### src/rtl/core_pc_ctrl_pkg.sv
// Shared PC-controller definitions: PC width, reset vector, FSM encoding and
// the target alignment helper.
package core_pc_ctrl_pkg;

   localparam int unsigned CPU_PC_SIZE = 64;

   typedef logic [CPU_PC_SIZE-1:0] pc_t;

   localparam pc_t RST_PC_DEFAULT = 64'h0000_0000_8000_0000;

   typedef enum logic [1:0] {
      S_BOOT = 2'b00,
      S_REQ  = 2'b01,
      S_WAIT = 2'b10,
      S_HALT = 2'b11
   } pc_state_e;

   function automatic pc_t align_pc(input pc_t pc);
      return {pc[CPU_PC_SIZE-1:2], 2'b00};
   endfunction

endpackage

### src/rtl/core_pc_ctrl_if.sv
// Instruction-fetch request/response channel between the PC controller
// (master) and the fetch unit (slave).
interface core_pc_ctrl_if;
   import core_pc_ctrl_pkg::*;

   logic ifu_req_valid_o;
   logic ifu_req_ready_i;
   pc_t  ifu_req_addr_o;
   logic ifu_rsp_valid_i;
   logic ifu_rsp_drop_o;

   modport master (
      output ifu_req_valid_o,
      output ifu_req_addr_o,
      output ifu_rsp_drop_o,
      input  ifu_req_ready_i,
      input  ifu_rsp_valid_i
   );

   modport slave (
      input  ifu_req_valid_o,
      input  ifu_req_addr_o,
      input  ifu_rsp_drop_o,
      output ifu_req_ready_i,
      output ifu_rsp_valid_i
   );

endinterface

### src/rtl/core_pc_ctrl_redirect_buf.sv
// Holds one trap/redirect that arrives while a fetch is outstanding; a trap
// is sticky against later redirects, a newer redirect replaces an older one.
module core_pc_redirect_buf
   import core_pc_ctrl_pkg::*;
(
   input  logic clk,
   input  logic rst_n,
   input  logic capture_i,
   input  logic clear_i,
   input  logic trap_valid_i,
   input  pc_t  trap_pc_i,
   input  logic redir_valid_i,
   input  pc_t  redir_pc_i,
   output logic pend_valid_o,
   output logic pend_is_trap_o,
   output pc_t  pend_pc_o
);

   logic pend_valid_d, pend_valid_q;
   logic pend_is_trap_d, pend_is_trap_q;
   pc_t  pend_pc_d, pend_pc_q;

   always_comb begin
      pend_valid_d   = pend_valid_q;
      pend_is_trap_d = pend_is_trap_q;
      pend_pc_d      = pend_pc_q;
      if (clear_i) begin
         pend_valid_d   = 1'b0;
         pend_is_trap_d = 1'b0;
      end else if (capture_i) begin
         if (trap_valid_i) begin
            pend_valid_d   = 1'b1;
            pend_is_trap_d = 1'b1;
            pend_pc_d      = trap_pc_i;
         end else if (redir_valid_i && !(pend_valid_q && pend_is_trap_q)) begin
            pend_valid_d   = 1'b1;
            pend_is_trap_d = 1'b0;
            pend_pc_d      = redir_pc_i;
         end
      end
   end

   always_ff @(posedge clk) begin
      if (!rst_n) begin
         pend_valid_q   <= 1'b0;
         pend_is_trap_q <= 1'b0;
         pend_pc_q      <= '0;
      end else begin
         pend_valid_q   <= pend_valid_d;
         pend_is_trap_q <= pend_is_trap_d;
         pend_pc_q      <= pend_pc_d;
      end
   end

   assign pend_valid_o   = pend_valid_q;
   assign pend_is_trap_o = pend_is_trap_q;
   assign pend_pc_o      = pend_pc_q;

endmodule

### src/rtl/core_pc_ctrl.sv
// PC sequencing FSM: boots to RST_PC, issues one fetch at a time and picks
// the next PC from sequential, redirect and trap sources.
module core_pc_ctrl
   import core_pc_ctrl_pkg::*;
#(
   parameter pc_t RST_PC = RST_PC_DEFAULT
) (
   input  logic              clk,
   input  logic              rst_n,
   input  pc_t               pc_cur_i,
   output pc_t               pc_nxt_o,
   output logic              pc_wen_o,
   core_pc_ctrl_if.master    ifu,
   input  logic              stall_i,
   input  logic              redirect_valid_i,
   input  pc_t               redirect_pc_i,
   input  logic              trap_valid_i,
   input  pc_t               trap_pc_i,
   input  logic              halt_i,
   output logic              halted_o
);

   pc_state_e state_d, state_q;
   logic      halt_pend_d, halt_pend_q;
   logic      buf_capture, buf_clear;
   logic      pend_valid, pend_is_trap;
   pc_t       pend_pc;
   pc_t       flush_target;
   logic      flush;

   core_pc_redirect_buf u_redirect_buf (
      .clk            (clk),
      .rst_n          (rst_n),
      .capture_i      (buf_capture),
      .clear_i        (buf_clear),
      .trap_valid_i   (trap_valid_i),
      .trap_pc_i      (trap_pc_i),
      .redir_valid_i  (redirect_valid_i),
      .redir_pc_i     (redirect_pc_i),
      .pend_valid_o   (pend_valid),
      .pend_is_trap_o (pend_is_trap),
      .pend_pc_o      (pend_pc)
   );

   always_comb begin
      flush = trap_valid_i || redirect_valid_i || pend_valid;
      if (trap_valid_i)                    flush_target = trap_pc_i;
      else if (pend_valid && pend_is_trap) flush_target = pend_pc;
      else if (redirect_valid_i)           flush_target = redirect_pc_i;
      else                                 flush_target = pend_pc;
   end

   always_comb begin
      state_d             = state_q;
      halt_pend_d         = halt_pend_q;
      pc_wen_o            = 1'b0;
      pc_nxt_o            = pc_cur_i;
      ifu.ifu_req_valid_o = 1'b0;
      ifu.ifu_rsp_drop_o  = 1'b0;
      buf_capture         = 1'b0;
      buf_clear           = 1'b0;
      case (state_q)
         S_BOOT: begin
            pc_wen_o = 1'b1;
            pc_nxt_o = align_pc(RST_PC);
            state_d  = S_REQ;
         end
         S_REQ: begin
            if (trap_valid_i) begin
               pc_wen_o = 1'b1;
               pc_nxt_o = align_pc(trap_pc_i);
            end else if (redirect_valid_i) begin
               pc_wen_o = 1'b1;
               pc_nxt_o = align_pc(redirect_pc_i);
            end else if (halt_i) begin
               state_d = S_HALT;
            end else begin
               ifu.ifu_req_valid_o = !stall_i;
               if (!stall_i && ifu.ifu_req_ready_i) state_d = S_WAIT;
            end
         end
         S_WAIT: begin
            if (ifu.ifu_rsp_valid_i) begin
               pc_wen_o    = 1'b1;
               buf_clear   = 1'b1;
               halt_pend_d = 1'b0;
               state_d     = S_REQ;
               // A flushed response also discards any halt seen behind it.
               if (flush) begin
                  ifu.ifu_rsp_drop_o = 1'b1;
                  pc_nxt_o           = align_pc(flush_target);
               end else begin
                  pc_nxt_o = pc_cur_i + 64'd4;
                  if (halt_pend_q || halt_i) state_d = S_HALT;
               end
            end else begin
               buf_capture = 1'b1;
               if (halt_i) halt_pend_d = 1'b1;
            end
         end
         S_HALT: ;
         default: state_d = S_BOOT;
      endcase
      if (!rst_n) begin
         pc_wen_o            = 1'b0;
         ifu.ifu_req_valid_o = 1'b0;
         ifu.ifu_rsp_drop_o  = 1'b0;
         buf_capture         = 1'b0;
      end
   end

   always_ff @(posedge clk) begin
      if (!rst_n) begin
         state_q     <= S_BOOT;
         halt_pend_q <= 1'b0;
      end else begin
         state_q     <= state_d;
         halt_pend_q <= halt_pend_d;
      end
   end

   assign ifu.ifu_req_addr_o = pc_cur_i;
   assign halted_o           = rst_n && (state_q == S_HALT);

endmodule

### src/flat_wrapper.sv
// flat-port wrapper written by rule: the top's interface ports become plain ports
module core_pc_ctrl_flat import core_pc_ctrl_pkg::*;
#(
   parameter pc_t RST_PC = RST_PC_DEFAULT
)
  (clk, rst_n, pc_cur_i, pc_nxt_o, pc_wen_o, stall_i, redirect_valid_i, redirect_pc_i, trap_valid_i, trap_pc_i, halt_i, halted_o, ifu_ifu_req_valid_o, ifu_ifu_req_addr_o, ifu_ifu_rsp_drop_o, ifu_ifu_req_ready_i, ifu_ifu_rsp_valid_i);
  core_pc_ctrl_if ifu_i ();
  input  logic clk;
  input  logic rst_n;
  input  pc_t pc_cur_i;
  output pc_t pc_nxt_o;
  output logic pc_wen_o;
  input  logic stall_i;
  input  logic redirect_valid_i;
  input  pc_t redirect_pc_i;
  input  logic trap_valid_i;
  input  pc_t trap_pc_i;
  input  logic halt_i;
  output logic halted_o;
  output wire logic [$bits(ifu_i.ifu_req_valid_o)-1:0] ifu_ifu_req_valid_o;
  output wire logic [$bits(ifu_i.ifu_req_addr_o)-1:0] ifu_ifu_req_addr_o;
  output wire logic [$bits(ifu_i.ifu_rsp_drop_o)-1:0] ifu_ifu_rsp_drop_o;
  input wire logic [$bits(ifu_i.ifu_req_ready_i)-1:0] ifu_ifu_req_ready_i;
  input wire logic [$bits(ifu_i.ifu_rsp_valid_i)-1:0] ifu_ifu_rsp_valid_i;
  assign ifu_ifu_req_valid_o = ifu_i.ifu_req_valid_o;
  assign ifu_ifu_req_addr_o = ifu_i.ifu_req_addr_o;
  assign ifu_ifu_rsp_drop_o = ifu_i.ifu_rsp_drop_o;
  assign ifu_i.ifu_req_ready_i = ifu_ifu_req_ready_i;
  assign ifu_i.ifu_rsp_valid_i = ifu_ifu_rsp_valid_i;
  core_pc_ctrl #(.RST_PC(RST_PC)) u_core (.clk(clk), .rst_n(rst_n), .pc_cur_i(pc_cur_i), .pc_nxt_o(pc_nxt_o), .pc_wen_o(pc_wen_o), .ifu(ifu_i), .stall_i(stall_i), .redirect_valid_i(redirect_valid_i), .redirect_pc_i(redirect_pc_i), .trap_valid_i(trap_valid_i), .trap_pc_i(trap_pc_i), .halt_i(halt_i), .halted_o(halted_o));
endmodule
### config.mk
export PLATFORM = sky130hd
export DESIGN_NAME = core_pc_ctrl_flat
export DESIGN_NICKNAME = d
export VERILOG_FILES = /design/src/rtl/core_pc_ctrl_pkg.sv /design/src/rtl/core_pc_ctrl_if.sv /design/src/rtl/core_pc_ctrl_redirect_buf.sv /design/src/rtl/core_pc_ctrl.sv /design/src/flat_wrapper.sv
export SDC_FILE = /design/constraint.sdc
export NUM_CORES = 1
export LEC_CHECK = 0
export BUFFER_PORTS_ARGS = -buffer_cell sky130_fd_sc_hd__buf_4
export CAP_MARGIN = 40
export CORE_UTILIZATION = 50
export CTS_CLUSTER_SIZE = 8
export DETAILED_ROUTE_END_ITERATION = 16
export PLACE_DENSITY_LB_ADDON = 0.3
export SLEW_MARGIN = 25
export SYNTH_ARGS = -nofsm -noshare
export SYNTH_HDL_FRONTEND = slang
export SYNTH_SLANG_ARGS = --single-unit
### constraint.sdc
create_clock -name clk -period 3.5 [get_ports clk]
set_clock_uncertainty 0.1 [all_clocks]
set_input_delay 0.7 -clock clk [delete_from_list [all_inputs] [get_ports clk]]
set_output_delay 0.7 -clock clk [all_outputs]
set_load 0.1 [all_outputs]
# After elaboration in Yosys (flattened, before gate mapping)
# Cells that the tools add are included.
[totals]
inputBits = 200
ff_bits = 69
wordCells = 75
out_inout_bits = 132
[classes]
reduce_logical = 18
n_addsub = 1
bitwise_logic = 2
n_eq_ne = 7
muxes = 42
[ops]
columns = ["operator", "count"]
rows = [
  ["$mux W64", 9],
  ["$pmux W64 S3", 1],
  ["$add A64 B3 Y64 const B", 1],
  ["$mux W1", 23],
  ["$mux W2", 7],
  ["$ne A2 B2 Y1 const B", 3],
  ["$pmux W2 S3", 1],
  ["$reduce_and A5 Y1", 1],
  ["$eq A2 B2 Y1 const B", 2],
  ["$logic_and A1 B1 Y1", 4],
  ["$reduce_and A2 Y1", 2],
  ["$reduce_bool A2 Y1", 2],
  ["$logic_or A1 B1 Y1", 3],
  ["$ne A3 B2 Y1 const B", 1],
  ["$pmux W1 S3", 1],
  ["$reduce_and A3 Y1", 1],
  ["$reduce_bool A3 Y1", 1],
  ["$eq A2 B1 Y1 const B", 1],
  ["$logic_not A1 Y1", 2],
  ["$logic_not A2 Y1", 1],
  ["$not A1 Y1", 2],
  ["$reduce_or A2 Y1", 1],
]

# Depth between registers and ports, before layout
# Gate-level depths: netlist of run 1.
[depth]
depth_word = 7
mapped_depth = 11
mapped_depth_nobuf = 8

# By module
# A second synthesis of run 1 with hierarchy kept.
[unflattened]
cells_unflattened = 1442
hier_area_um2 = 10069.7
[modules_own_cells]
columns = ["mod", "seq_area_each_um2", "n_inst", "area_per_inst_um2", "cells_per_inst"]
rows = [
  ["core_pc_ctrl", 60.1, 1, 6019.5, 974],
  ["core_pc_redirect_buf", 1321.3, 1, 4050.1, 468],
]

# Least setup slack after synthesis of run 1
# OpenSTA, ideal clock, no wires.
[synth_path]
path_kind = "input port to output port"
from = "input pc_cur_i[4]"
to = "output pc_nxt_o[35]"
stages = 6
t_required_ns = 2.700
arrival_ns = 5.436
setup_slack_ns = -2.736
path_buffers = 1
cell_sequence = "buf_2 nand4_2 or4_4 nor3_1 nand2_1 o311ai_0"
[synth_via]
elab_chain_cells = 4
[synth_lines]
columns = ["item", "line_no", "text"]
rows = [
  ["start: declaration", "flat_wrapper.sv:10", "input pc_t pc_cur_i;"],
  ["$add A64 B3 Y64", "core_pc_ctrl.sv:93", "pc_nxt_o = pc_cur_i + 64'd4;"],
  ["$mux W64", "core_pc_ctrl.sv:89", "if (flush) begin"],
  ["$mux W64", "core_pc_ctrl.sv:83", "if (ifu.ifu_rsp_valid_i) begin"],
  ["$pmux W64 S3", "core_pc_ctrl.sv:62", "case (state_q)"],
  ["end: declaration", "flat_wrapper.sv:11", "output pc_t pc_nxt_o;"],
]
# No other way between the ends.

# Final worst setup path of run 1
[layout_path]
from = "input pc_cur_i[8]"
to = "output pc_nxt_o[34]"
# The elaborated chain is that of the path after synthesis.

==> results of run 1 <==
## power groups by stage
stage	Clock [W]	Sequential [W]	Combinational (W)
2_1_floorplan	0	0.000834	0.00423
3_3_place_gp	0	0.000839	0.00554
3_5_place_dp	0	0.000842	0.00558
4_1_cts	0.000936	0.000825	0.00564
5_1_grt	0.000974	0.000836	0.00607
6_report	0.000941	0.000833	0.00590
## metrics by stage
stage               worst slack, ns  hold WS [ns]  util, %  cells
floorplan                    -0.512         0.337        -   1284
global placement            -0.0836         0.351     73.5   1826
detailed placement           -0.103         0.365     73.5   1826
CTS                        0.000842         0.379     75.5   1842
global route                 -0.102         0.411     77.5   1850
finish                      -0.0456         0.397     77.5   1851
## layer usage
metal | track usage [%] | wire length (µm) | vias to the layer above
met5 | 0 | 0 | -
met4 | 23.5 | 2000 | 0
met3 | 7.57 | 4600 | 180
met2 | 66.5 | 19000 | 955
met1 | 52.6 | 15300 | 5727
li1 | - | - | 5455
## placed cells by master, fill, tap and decap left out, types with 30 or more instances in the layout
master      n
o21ai_0    49
mux2i_1   138
nand2_1   148
nand4_1    30
nor2_1    121
a211oi_1   74
buf_4     463
dfxtp_1    65
a21oi_1    59
nand3_1    43
## registers in the layout, indices dropped and copies added (netlist names)
register / cells
u_core.u_redirect_buf.pend_pc_o: 62
u_core.state_q: 2
u_core.halt_pend_q: 1
u_core.u_redirect_buf.pend_is_trap_o: 1
u_core.u_redirect_buf.pend_valid_o: 1
## critical path, delay by kind of cell
kind	cells	cell delay, ns
AOI/OAI and AO/OA	2	0.45
buffers and inverters	3	0.48
and+or+nand+nor	4	1.10
## final cells by class
class / instances / area [µm²]
Sequential cell: 67 / 1340
Inverter: 8 / 33.8
Clock buffer: 13 / 240
Tap cell: 225 / 282
Timing Repair Buffer: 504 / 4110
Multi-Input combinational cell: 1031 / 7450
Fill cell: 1337 / 3920
Antenna cell: 1 / 2.50
Clock inverter: 2 / 37.5
## what timing repair did
| action | in CTS | in global routing |
|---|---|---|
| pin swaps | 3 | 8 |
| gates cloned | 1 | 0 |
| buffers inserted | 0 | 7 |
| resized for setup | 17 | 66 |
| endpoints found under the setup margin | 32 | 45 |
| hold buffers | 0 | 0 |
## cells by family after synthesis
family,count (synthesis),synth area share [%]
xor+xnor,3,0.292
fa+ha+maj,6,0.836
compound gates,374,28.1
mux,151,17.0
buf+inv,187,11.6
flops,67,14.9
simple gates,496,27.3
## worst max path at each step
stage	startpoint	endpoint	slack (ns)	depth (start not counted)
2_1_floorplan	pc_cur_i[4]	pc_nxt_o[40]	-0.51	7
3_3_place_gp	pc_cur_i[6]	pc_nxt_o[62]	-0.08	8
3_5_place_dp	pc_cur_i[6]	pc_nxt_o[62]	-0.10	8
4_1_cts	pc_cur_i[8]	pc_nxt_o[34]	0.0008	9
5_1_grt	pc_cur_i[8]	pc_nxt_o[34]	-0.10	9
6_report	pc_cur_i[8]	pc_nxt_o[34]	-0.05	9
==> impl_metrics.toml, run 1 <==
[floorplan]
ios = 332
initial_core_util_pct = 51.6
core_um2 = 17400
die-area_um2 = 18500
num_rows = 48
die_w_um = 136
die_h_um = 136

[synth]
synth.avg_cell_area_um2 = 7.00
synth.largest_area_cell = "mux2i_1"
postSynthCellCount = 1284
synth-edff-count = 0
ys_warn_count = 0
yosys_register_bits = 67
synth.area.top_cells = "mux2i_1 15%, dfxtp_1 15%, a211oi_1 6.9%"
yosys.cell_types.count = 76
synth_seq_area_share_pct = 14.9
async_flop_share_pct = 0
synth_area_um2 = 8980
synthMostInstantiatedCell = "nand2_1"
synth_top_area_share_pct = 15.4
synth-main-ff-cell = "dfxtp_1"
synth_commonest_cells = "151 x nand2_1, 138 x mux2i_1, 128 x nor2_1"
synth_nets = 1490

[setup_path]
end_kind = "output pin"
crit_top_cell = "nand4_1"
crit_chain = "buf_8, nand4_1, or4_4, nor4_4, buf_6, nand4_1, o21ba_4, o21ai_4, buf_12"
r2r_end = "u_core.u_redirect_buf.pend_pc_o[34]"
cp_slowest_cell = "or4_4"
critical_path.max_stage_delay_ns = 0.60
required_ns = 2.70
r2r_slack_ns = 0.91
r2r_start = "u_core.state_q[0]"
crit_type = "primary input to output pin"
critPathMaxFanout = 5
reg2regPathDepth = 9
crit_arrival_ns = 2.75
cp-start-kind = "primary input"

[final_layout]
syn_to_final_growth_pct = 50.3
fin_area_um2 = 13500
fin_nets = 1827
drive_above_1_share_pct = 39.7

[min_path]
hold_path_class = "flop to flop"
holdCritStartpoint = "u_core.halt_pend_q"
min_delay_path_depth = 2
whs_endpoint = "u_core.halt_pend_q"

[pwr]
p_seq_share_pct = 10.9
irDropWorstVdd_mv = 0.560
pwr-share-clk_pct = 12.3
internal-power_w = 0.00306
netSwitchingPower_w = 0.00461
sw_frac_of_total_pct = 60.1
p_per_area_nw_per_um2 = 568
combPwrFrac_pct = 76.9
power_leakage_nw = 5.85
total_power_w = 0.00767

[timing]
finalHoldViolCount = 0
rsz0062_at_grt = "true"
min_period_ns = 3.55
fin_setup_tns_ns = -0.0456
slew_violations = 0
finalCritPeriodShare_pct = 101
timing.final.ws_setup_ns = -0.0456
finalSetupViolations = 1
worst_pin_slew_ns = 0.642
maxSlewHeadroom_pct = 57.2
fmax_mhz = 282

[global_route]
grt_pass1_wl_um = 60100
grt-ovfl-total = 0
grt_pass1_vias = 11345
antenna_found_initial = 0
track_usage_pct = 41.7
grt_max_degree = 89

[clock_tree]
htreeDepth = 3
cts-root-buf = "clkbuf_16"
insertion_delay_ns = 0.35
cts_max_path_buffers = 2
clkTransAtPathRegs_ns = 0.06
numCtsBuffers = 9
cts_tree = "done"
clkSinkCount = 67

[run_status]
violations = "negative setup slack"
status = "finished, violations left"

[place]
globalplace.congestion = 0.975
io_buffers = 327
dp_hpwl_um = 29900
place_area_um2 = 12800

[detailed_routing]
vias = 12317
drt_iter0_markers = 1473
firstDrtPassIters = 6
routed_via_density = 6.65
drc_errors = 0
postRouteWirelength_um = 41000
antenna_left = 0
avgRoutedWirePerCell_um = 22.1

[run]
drv_cap = 0
Power figures use the tool's default switching activity.
==> inputs of run 2 (changes only) <==
CELL_PAD_IN_SITES_DETAIL_PLACEMENT = 1   (was unset)
CELL_PAD_IN_SITES_GLOBAL_PLACEMENT = 2   (was unset)
CORE_MARGIN = 3   (was unset)
CORE_UTILIZATION = 27   (was 50)
==> impl_metrics.toml, run 2 (synthesized netlist as in run 1, its figures left out) <==
[timing]
hold_ws_ns = 0.402
maxSlewHeadroom_pct = 59.2
slew_violations = 0
finalHoldViolCount = 0
worst_pin_slew_ns = 0.613
min_period_ns = 3.57
finalSetupViolations = 4
finalCritPeriodShare_pct = 102
timing.final.ws_setup_ns = -0.0652
fmax_mhz = 280
rsz0062_at_grt = "true"

[final_layout]
final_cell_count_no_fill = 2099
drive_above_1_share_pct = 41.4
layout_commonest_cell = "buf_4"
syn_to_final_growth_pct = 59.5
fin_nets = 1856
final_cell_mix = "469 x buf_4, 148 x nand2_1, 136 x mux2i_1"
fin_area_um2 = 14300
largest_reg_flops = 62

[floorplan]
die_w_um = 188
num_rows = 66
initial_core_util_pct = 27.5
core_um2 = 32700
ios = 332
die_h_um = 188
die-area_um2 = 35500

[setup_path]
required_ns = 2.70
crit_arrival_ns = 2.77
end_kind = "output pin"
critPathMaxFanout = 5
cp-start-kind = "primary input"
crit_type = "primary input to output pin"
crit_chain = "buf_8, nand4_1, or4_4, nor4_4, buf_12, nand4_1, o21ba_4, o21ai_4, buf_12"
critical_path.max_stage_delay_ns = 0.61
cp_slowest_cell = "or4_4"

[clock_tree]
numCtsBuffers = 9
insertion_delay_ns = 0.36
cts_max_path_buffers = 2
cts-root-buf = "clkbuf_16"
clkTransAtPathRegs_ns = 0.06
cts-hold-fix-buffers = 0
htreeDepth = 3
cts_tree = "done"
clkSinkCount = 67

[detailed_routing]
wl_met2_um = 23800
avgRoutedWirePerCell_um = 23.9
postRouteWirelength_um = 50200
drc_errors = 0
firstDrtPassIters = 5
dr_wl_met3_um = 2910
wl_met1_um = 22700
routed_via_density = 5.63
antenna_left = 0
drt_iter0_markers = 665
vias = 11817
top_layer_used = "met5"

[place]
globalplace.congestion = 0.879
place_area_um2 = 13400
place_ws_ns = -0.234
dp_cells = 2070
dp_hpwl_um = 37700
io_buffers = 327

[global_route]
grt_pass1_vias = 12331
antenna_found_initial = 4
track_usage_pct = 27.1
grt_pass1_wl_um = 75200
grt_max_degree = 61
grt-ovfl-total = 0

[pwr]
total_power_w = 0.00808
irDropWorstVdd_mv = 0.440
p_per_area_nw_per_um2 = 564
power_leakage_nw = 6.16

[run]
drv_cap = 0

[min_path]
hold_path_class = "flop to flop"

[run_status]
status = "finished, violations left"
violations = "negative setup slack"
## run 2: cell count changes in the layout (fill, tap and decap cells not counted), sizes merged
cell	change
clkinvlp	-1
diode	+1
clkinv	+1
inv	+1
buf	+30
nor2	-1
clkbuf	-1
bufinv	+1
## run 2: final timing paths
path,startpoint,to,slack (ns),cells past startpoint
setup / recovery,pc_cur_i[9],pc_nxt_o[38],-0.07,9
hold / removal,u_core.u_redirect_buf.pend_pc_o[5],u_core.u_redirect_buf.pend_pc_o[5],0.40,2
setup reg to reg,u_core.state_q[0],u_core.u_redirect_buf.pend_pc_o[37],1.05,8
hold reg to reg,u_core.u_redirect_buf.pend_pc_o[5],u_core.u_redirect_buf.pend_pc_o[5],0.40,2
## run 2: timing repair
action                     in CTS  in global routing
pin swaps                      15                 17
setup endpoints to repair      53                 50
setup buffers                   9                  3
gates resized for setup        66                 62
## run 2: routing by layer
metal / global-route usage, % / vias to the layer above
met4: 6.67 / 2
li1: - / 5502
met1: 35.7 / 5880
met3: 4.60 / 44
met2: 46.1 / 389
met5: 0 / -
## run 2: final cells by class
class / instances / area [µm²]
fillers: 3996 / 18400
multi-input cells: 1030 / 7510
repair buffers: 534 / 4560
flip-flops and latches: 67 / 1340
well taps: 442 / 553
clock buffers: 12 / 256
clock inverters: 4 / 72.6
inverters: 8 / 30.0
diodes: 2 / 5.00
## run 2: where the power goes
part / leakage (nW) / switching, W / internal (W)
Sequential: 0.541 / 0.0000296 / 0.000800
Combinational: 5.46 / 0.00430 / 0.00184
Clock: 0.159 / 0.000446 / 0.000665
## run 2: per-stage QoR
step / util [%] / TNS [ns]
finish: 43.8 / -0.177
global route: 43.8 / -0.445
CTS: 42.9 / -0.0384
detailed placement: 41.0 / -2.82
global placement: 40.9 / -2.26
floorplan: - / -3.60
## run 2: worst max-delay path: cells and delay by family
family | cells | cell delay (ns)
buf+inv | 3 | 0.44
compound gates | 2 | 0.44
simple gates | 4 | 1.16
==> inputs of run 3 (changes only) <==
REMOVE_ABC_BUFFERS = 1   (was unset)
==> impl_metrics.toml, run 3 (synthesized netlist as in run 1, its figures left out) <==
[setup_path]
cp_top_family = "simple AND/OR/NAND/NOR gates"
r2r_slack_ns = 1.26
end_kind = "output pin"
required_ns = 2.70
crit_arrival_ns = 2.79
cp_slowest_cell = "or4_4"
cp-start-kind = "primary input"
crit_top_cell = "buf_6"
r2r_start = "u_core.state_q[0]"
crit_type = "primary input to output pin"
r2r_end = "u_core.u_redirect_buf.pend_pc_o[28]"
cp_num_buf_inv = 4
reg2regPathDepth = 7
critPathMaxFanout = 6
crit_chain = "buf_6, nand4_1, or4_4, nor2_4, buf_6, buf_6, nand4_1, mux2i_1, a31oi_2, buf_6"
critical_path.max_stage_delay_ns = 0.64

[run_status]
status = "finished, violations left"
violations = "negative setup slack"

[global_route]
grt_max_degree = 81
track_usage_pct = 26.5
grt-ovfl-total = 0
grt_pass1_wl_um = 74200
antenna_found_initial = 1
grt_pass1_vias = 12310

[timing]
rsz0062_at_grt = "true"
fmax_mhz = 279
worst_pin_slew_ns = 0.564
slew_violations = 0
maxSlewHeadroom_pct = 62.4
min_period_ns = 3.59
hold_ws_ns = 0.392
finalHoldViolCount = 0
finalSetupViolations = 7
finalCritPeriodShare_pct = 103
timing.final.ws_setup_ns = -0.0878

[place]
place_area_um2 = 12700
io_buffers = 327
dp_hpwl_um = 37500
globalplace.congestion = 0.870

[clock_tree]
clkSinkCount = 67
clkTransAtPathRegs_ns = 0.06
cts_tree = "done"
cts_max_path_buffers = 2
numCtsBuffers = 9
cts-hold-fix-buffers = 0
htreeDepth = 3
insertion_delay_ns = 0.35
cts-root-buf = "clkbuf_16"

[pwr]
irDropWorstVdd_mv = 0.401
total_power_w = 0.00786
p_per_area_nw_per_um2 = 550
power_leakage_nw = 6.14

[detailed_routing]
antenna_left = 0
routed_via_density = 5.56
firstDrtPassIters = 5
postRouteWirelength_um = 49200
drc_errors = 0
drt_iter0_markers = 652
avgRoutedWirePerCell_um = 23.1
vias = 11833

[final_layout]
fin_area_um2 = 14300
layout_commonest_cell = "buf_4"
fin_nets = 1887
largest_reg_flops = 62
drive_above_1_share_pct = 41.5
final_cell_mix = "461 x buf_4, 143 x nand2_1, 137 x mux2i_1"
syn_to_final_growth_pct = 59.0

[min_path]
whs_endpoint = "u_core.halt_pend_q"
holdCritStartpoint = "u_core.halt_pend_q"
min_delay_path_depth = 2
hold_path_class = "flop to flop"

[floorplan]
ios = 332
die-area_um2 = 35500
num_rows = 66
die_h_um = 188
initial_core_util_pct = 27.5
die_w_um = 188
core_um2 = 32700

[run]
drv_cap = 0
-- run 3: cell types whose count changed in the layout (fill, tap and decap cells not counted), sizes merged --
cell      previous run  this run
clkbuf              12        13
bufinv               2         1
diode                2         1
clkinvlp             1         2
buf                534       564
-- run 3: repair_timing --
action | 4_1_cts | 5_1_grt
endpoints found under the setup margin | 53 | 60
gates resized for setup | 127 | 135
gates cloned | 0 | 1
pin swaps | 30 | 38
buffers inserted | 15 | 11
-- run 3: power breakdown --
part	leakage [nW]	switching (W)	total (W)	internal [W]
Sequential	0.541	0.0000266	0.000826	0.000800
Combinational	5.46	0.00421	0.00603	0.00182
Clock	0.139	0.000428	0.00100	0.000573
-- run 3: final cells by class --
cell class | count | area (µm²)
flip-flops and latches | 67 | 1340
multi-input cells | 1030 | 7120
diodes | 1 | 2.50
inverters | 8 | 30.0
repair buffers | 565 | 4940
fillers | 4068 | 18400
well taps | 442 | 553
clock buffers | 12 | 246
clock inverters | 4 | 50.0
-- run 3: how the worst max path moves through the flow --
| stage | slack [ns] | start | to | cells past startpoint |
|---|---|---|---|---|
| 2_1_floorplan | -6.47 | redirect_valid_i | pc_nxt_o[53] | 6 |
| 3_3_place_gp | -0.31 | pc_cur_i[4] | pc_nxt_o[35] | 8 |
| 3_5_place_dp | -0.38 | pc_cur_i[4] | pc_nxt_o[35] | 8 |
| 4_1_cts | -0.07 | pc_cur_i[2] | pc_nxt_o[60] | 10 |
| 5_1_grt | -0.16 | pc_cur_i[2] | pc_nxt_o[34] | 12 |
| 6_report | -0.09 | pc_cur_i[39] | pc_nxt_o[60] | 10 |
-- run 3: worst register-to-register path: stages (launching register included) --
cell	delay (ns)
dfxtp_2	0.35
inv_1	0.08
ha_1	0.26
nand2b_2	0.20
a211oi_4	0.31
buf_4	0.47
nor2_1	0.12
a311oi_1	0.26
-- run 3: per-layer routing --
layer  vias to the layer above  track usage, %  wire [µm]  share of wire, %
met3                        56            3.93       2550               5.2
met5                         -               0          0                 0
met2                       370            44.8      23300                47
li1                       5577               -          -                 -
met1                      5830            35.6      22500                46
met4                         0            6.19        867               1.8
-- run 3: metrics by stage --
step	std cells	setup TNS [ns]	utilization [%]	worst slack [ns]
final	2129	-0.321	43.7	-0.0878
after CTS	2116	-0.148	41.7	-0.0709
after detailed placement	2087	-7.42	39.0	-0.381
after global routing	2129	-1.25	43.7	-0.159
after floorplan	1105	-693.99	-	-6.47
after global placement	2087	-6.42	39.0	-0.310
